### src/rtl/rgb_fade_ctrl.sv
// rgb_fade_ctrl: palette-driven colour sequencer feeding the RGB PWM duty inputs.
// Ramps each 8-bit channel one LSB per fade tick toward pal[idx], holds the colour
// for HOLD_TICKS ticks, then advances to the next entry up to last_idx.
// Optional feature macro: RGB_FADE_LOOP_EN (restart at entry 0 instead of finishing).
// Ports:
//   clk, rst_n           clock, async active-low reset
//   wr_en/wr_addr/wr_data palette write port ({r,g,b})
//   last_idx             final palette entry of the sequence
//   start, stop          single-cycle start / abort requests
//   PWM_r/PWM_g/PWM_b    registered duty outputs
//   busy, idx, seq_done  status: not idle, active entry, end-of-sequence pulse
module rgb_fade_ctrl #(
   parameter int unsigned TICK_DIV   = 50000,
   parameter int unsigned HOLD_TICKS = 200,
   parameter int unsigned DEPTH      = 4,
   localparam int unsigned AW        = $clog2(DEPTH)
) (
   input  logic          clk,
   input  logic          rst_n,
   input  logic          wr_en,
   input  logic [AW-1:0] wr_addr,
   input  logic [23:0]   wr_data,
   input  logic [AW-1:0] last_idx,
   input  logic          start,
   input  logic          stop,
   output logic [7:0]    PWM_r,
   output logic [7:0]    PWM_g,
   output logic [7:0]    PWM_b,
   output logic          busy,
   output logic [AW-1:0] idx,
   output logic          seq_done
);

   localparam int unsigned TW = $clog2(TICK_DIV);
   localparam int unsigned HW = $clog2(HOLD_TICKS + 1);

   typedef enum logic [1:0] {IDLE, FADE, HOLD} state_t;

   state_t        state_q, state_d;
   logic [TW-1:0] cnt_q, cnt_d;
   logic [HW-1:0] hold_q, hold_d;
   logic [AW-1:0] idx_d;
   logic [7:0]    r_d, g_d, b_d;
   logic          busy_d, done_d;
   logic          tick_c;
   logic [23:0]   tgt_c;
   logic [23:0]   pal [DEPTH];

   // One LSB toward the target; never overshoots, so no wrap at 0/255.
   function automatic logic [7:0] step(input logic [7:0] cur, input logic [7:0] tgt);
      if (cur < tgt)      return cur + 8'd1;
      else if (cur > tgt) return cur - 8'd1;
      else                return cur;
   endfunction

   // Palette storage; writes accepted in every state.
   always_ff @(posedge clk or negedge rst_n) begin
      if (!rst_n) begin
         for (int i = 0; i < int'(DEPTH); i++) pal[i] <= '0;
      end else if (wr_en) begin
         pal[wr_addr] <= wr_data;
      end
   end

   assign tick_c = (state_q != IDLE) && (cnt_q == TW'(TICK_DIV - 1));
   // Target read live so a write to the active entry redirects the fade.
   assign tgt_c  = pal[idx];

   // Next-state and output computation.
   always_comb begin
      state_d = state_q;
      idx_d   = idx;
      r_d     = PWM_r;
      g_d     = PWM_g;
      b_d     = PWM_b;
      hold_d  = hold_q;
      done_d  = 1'b0;
      if (state_q == IDLE || tick_c) cnt_d = '0;
      else                           cnt_d = cnt_q + TW'(1);

      unique case (state_q)
         IDLE: begin
            if (start) begin
               idx_d   = '0;
               state_d = FADE;
            end
         end
         FADE: begin
            if (tick_c) begin
               if ({PWM_r, PWM_g, PWM_b} == tgt_c) begin
                  state_d = HOLD;
                  hold_d  = '0;
               end else begin
                  r_d = step(PWM_r, tgt_c[23:16]);
                  g_d = step(PWM_g, tgt_c[15:8]);
                  b_d = step(PWM_b, tgt_c[7:0]);
               end
            end
         end
         HOLD: begin
            if (tick_c) begin
               if (hold_q == HW'(HOLD_TICKS - 1)) begin
                  // last_idx below idx counts as end of sequence.
                  if (idx < last_idx) begin
                     idx_d   = idx + AW'(1);
                     state_d = FADE;
                  end else begin
`ifdef RGB_FADE_LOOP_EN
                     idx_d   = '0;
                     state_d = FADE;
`else
                     done_d  = 1'b1;
                     state_d = IDLE;
`endif
                  end
               end else begin
                  hold_d = hold_q + HW'(1);
               end
            end
         end
         default: state_d = IDLE;
      endcase

      // Abort overrides everything: freeze outputs, no completion pulse.
      if (stop) begin
         state_d = IDLE;
         idx_d   = idx;
         r_d     = PWM_r;
         g_d     = PWM_g;
         b_d     = PWM_b;
         hold_d  = hold_q;
         cnt_d   = '0;
         done_d  = 1'b0;
      end

      busy_d = (state_d != IDLE);
   end

   // State and output registers.
   always_ff @(posedge clk or negedge rst_n) begin
      if (!rst_n) begin
         state_q  <= IDLE;
         cnt_q    <= '0;
         hold_q   <= '0;
         idx      <= '0;
         PWM_r    <= '0;
         PWM_g    <= '0;
         PWM_b    <= '0;
         busy     <= 1'b0;
         seq_done <= 1'b0;
      end else begin
         state_q  <= state_d;
         cnt_q    <= cnt_d;
         hold_q   <= hold_d;
         idx      <= idx_d;
         PWM_r    <= r_d;
         PWM_g    <= g_d;
         PWM_b    <= b_d;
         busy     <= busy_d;
         seq_done <= done_d;
      end
   end

endmodule

### config.mk
export PLATFORM = sky130hd
export DESIGN_NAME = rgb_fade_ctrl
export DESIGN_NICKNAME = d
export VERILOG_FILES = /design/src/rtl/rgb_fade_ctrl.sv
export SDC_FILE = /design/constraint.sdc
export NUM_CORES = 1
export LEC_CHECK = 0
export CORE_MARGIN = 5
export CORE_UTILIZATION = 52
export CTS_BUF_LIST = sky130_fd_sc_hd__clkbuf_4
export CTS_CLUSTER_SIZE = 28
export DETAILED_ROUTE_END_ITERATION = 7
export MAX_ROUTING_LAYER = met4
export PLACE_DENSITY = 0.71
export REMOVE_ABC_BUFFERS = 1
export SYNTH_ARGS = -nofsm -noshare
export SYNTH_HDL_FRONTEND = slang
export SYNTH_SLANG_ARGS = --single-unit
### constraint.sdc
create_clock -name clk -period 5.2 [get_ports clk]
set_input_delay 1.56 -clock clk [delete_from_list [all_inputs] [get_ports clk]]
set_output_delay 1.56 -clock clk [all_outputs]
set_load 0.005 [all_outputs]
==> flow_summary_export.csv <==
group,metric,value,unit
logic_synthesis,async_flop_share,1.000,
timing,tns,0,ns
clocking,clkTransAtPathRegs,0.13,ns
route,drt_iter0_drc,386,
clocking,clk_latency,0.55,ns
min_path,min_path_type,"flop to flop",
die,die-area,18140,um2
route,first_pass_iters,5,
timing,grt_setup_unrepaired,"no",
timing,slew-limit-headroom,0.3281,
logic_synthesis,synth_edf_count,0,
route,drcViolationCount,0,
finish,fillers,1238,
logic_synthesis,synth.distinct_cells,58,
worst_setup_path,cp.arrival,5.06,ns
worst_setup_path,cp-start-kind,"flop",
timing,tightest_slew,1.008,ns
die,die_y,134.7,um
timing,hold_viol_final,0,
logic_synthesis,synth-seq-cells,150,
logic_synthesis,netlist_top_cells_area,"dfrtp_1 46%, mux2_2 15%, ha_1 7.7%",
timing,finalSetupViolCount,0,
clocking,cts_tree,"done",
clocking,cts_setup_buffers,0,
grt,gr-total-overflow,0,
die,num_io_pins,61,
route,viasPerCell,5.790,
timing,maxSlewViolCount,0,
place,dp_hpwl,11830,um
place,gp_congestion,0.9012,
clocking,cts_sinks,150,
timing,skew,0.01868,ns
grt,antenna_found_initial,1,
finish,syn_to_final_growth,14.31,%
logic_synthesis,ys.flop_type,"dfrtp_1",
power_and_ir_drop,switching_share,0.2668,
power_and_ir_drop,p_comb_frac,0.149,
finish,fin_cells,918,
finish,drive_above_1_share,0.2689,
flow_run,maxCapViolations,0,
worst_setup_path,max_stage_delay,0.84,ns
worst_setup_path,worstPathCellList,"mux4_2, inv_1, ha_1, o21ai_0, a21oi_1, o31ai_1, nand2_1, ha_1, a21oi_1, o211ai_1, o41ai_1, a21bo_2, a221oi_1, xor2_1",
timing,fin_ws,0.6226,ns
grt,grt_pass1_vias,5771,
place,pre_cts_ws,0.6822,ns
logic_synthesis,yosysSeqAreaShare,0.4643,
clocking,ctsResizeCount,0,
power_and_ir_drop,p_leak,4.167,nW
worst_setup_path,cp_slowest_cell,"dfrtp_2",
power_and_ir_drop,netSwitchingPower,0.6858,mW
die,core_area,15200,um2
clocking,cts_hold_buf,0,
timing,fmaxAchievable,218.5,MHz
die,std_cell_rows,45,
logic_synthesis,postSynthCellCount,647,
finish,final_common_cell,"dfrtp_1",
worst_setup_path,worstSetupPathType,"flop to flop",
outcome,status,"complete, no violations",
finish,final_cell_mix,"149 x dfrtp_1, 107 x mux2_2, 59 x clkdlybuf4s50_1",
place,port_buffers,60,
timing,period_share,0.8803,
worst_setup_path,cp.required,5.68,ns
power_and_ir_drop,power_frac_seq,0.537,
route,ant_nets,0,
grt,grtUsageTotal,0.2029,
worst_setup_path,cp-end-kind,"flop",
logic_synthesis,avgSynthCellArea,12.50,um2
power_and_ir_drop,ir_worst_vdd,161.3,uV
logic_synthesis,synth.top_cell.area_share,0.4643,
logic_synthesis,netlist_area,8085,um2
clocking,htree_levels,4,
logic_synthesis,yosysTopAreaCell,"dfrtp_1",
die,die_w,134.7,um
power_and_ir_drop,p_int,1.884,mW
clocking,cts_buffer_depth,2,
finish,layout.nets,802,
clocking,cts_root_buf,"clkbuf_4",
place,placed_cells,885,
logic_synthesis,yosysWarnings,0,
grt,grt_max_degree,112,
clocking,numCtsBuffers,17,
power_and_ir_drop,power.density,278.1,nW/um2
worst_setup_path,worstPathMaxFanout,22,
power_and_ir_drop,clockPowerShare,0.314,
timing,post-route-min-period,4.577,ns
die,start_util,0.5319,
route,wl,16730,um
route,wire_per_inst,18.22,um
route,dr_total_vias,5315,
grt,grt_pass1_wl,28570,um
[flip-flops by register name, indices dropped and copies added, names as in the netlist]
name	flops
PWM_b	8
PWM_g	8
PWM_r	8
busy	1
cnt_q	16
hold_q	8
idx	2
pal	96
seq_done	1
state_q	2
[path summary, 6_finish.rpt]
| kind | from | endpoint | slack [ns] | depth (start not counted) |
|---|---|---|---|---|
| max | idx[0]$_DFFE_PN0P_ | PWM_b[7]$_DFFE_PN0P_ | 0.62 | 14 |
| min | cnt_q[0]$_DFF_PN0_ | cnt_q[0]$_DFF_PN0_ | 0.50 | 1 |
| max reg2reg | idx[0]$_DFFE_PN0P_ | PWM_b[7]$_DFFE_PN0P_ | 0.62 | 14 |
| min reg2reg | cnt_q[0]$_DFF_PN0_ | cnt_q[0]$_DFF_PN0_ | 0.50 | 1 |
| max in group asynchronous | rst_n | pal[36]$_DFFE_PN0P_ | 3.20 | 2 |
| min in group asynchronous | rst_n | cnt_q[11]$_DFF_PN0_ | 1.12 | 1 |
[area by class of cell]
cell class | instances | area (um2) | area share
Multi-Input combinational cell | 444 | 4131 | 0.4470
Clock inverter | 14 | 190.2 | 0.02058
Clock buffer | 18 | 135.1 | 0.01462
Timing Repair Buffer | 68 | 661.9 | 0.07161
Tap cell | 188 | 235.2 | 0.02545
Sequential cell | 150 | 3755 | 0.4063
Antenna cell | 1 | 2.502 | 0.0002707
Inverter | 35 | 131.4 | 0.01421
[cell families (layout without fill, tap and decap cells)]
group | after synthesis | after routing | share of synthesized area
DFF | 150 | 150 | 0.4643
adders and majority gates | 53 | 53 | 0.08480
AOI/OAI and AO/OA | 78 | 78 | 0.06360
buffers and inverters | 53 | 135 | 0.02600
xor gates and xnor gates | 35 | 35 | 0.03884
and+or+nand+nor | 141 | 141 | 0.09548
other | 0 | 1 | 0
muxes | 137 | 137 | 0.2270
[metal layers]
layer  up-vias  global-route usage  wire [um]
met5         -                   -          0
met4         0             0.08088        425
met3        41             0.03055        414
met2        94              0.3324       8431
met1      2688              0.2552       7456
li1       2492                   -          -
[power by group through the flow]
stage	clock [mW]	combinational [mW]	sequential (mW)
after global routing	0.883	0.428	1.40
after global placement	0	0.366	1.39
after detailed placement	0	0.386	1.40
after floorplan	0	0.271	1.37
after CTS	0.830	0.388	1.38
final	0.808	0.383	1.38
[stage by stage]
stage | hold slack, ns | cell area, um2 | util | power [mW]
floorplan | 0.4507 | 8006 | - | 1.645
global placement | 0.4715 | 8915 | 0.5864 | 1.758
detailed placement | 0.4833 | 8915 | 0.5864 | 1.788
CTS | 0.5011 | 9240 | 0.6078 | 2.597
global route | 0.5269 | 9243 | 0.6080 | 2.707
finish | 0.5013 | 9243 | 0.6080 | 2.570
[critical path, delay by kind of cell (launching register included)]
family                     cells  cell delay, ns
buffers and inverters          1            0.08
DFF                            1            0.84
and+or+nand+nor                1            0.38
xor gates and xnor gates       1            0.17
adders and majority gates      2            0.61
muxes                          1            0.58
AOI/OAI and AO/OA              8            1.84
[synth_stat cells (6+ instances only)]
library cell,n
dfrtp_1,150
mux2_2,107
ha_1,50
nor2_1,41
inv_1,35
a21oi_1,25
mux4_2,24
xnor2_1,23
nand2_1,22
nand3_1,22
o21ai_0,18
clkbuf_1,12
xor2_1,11
and3_1,10
nand4_1,8
a21o_1,7
mux2_4,6
Note: power is estimated with default switching activity, not from simulation.
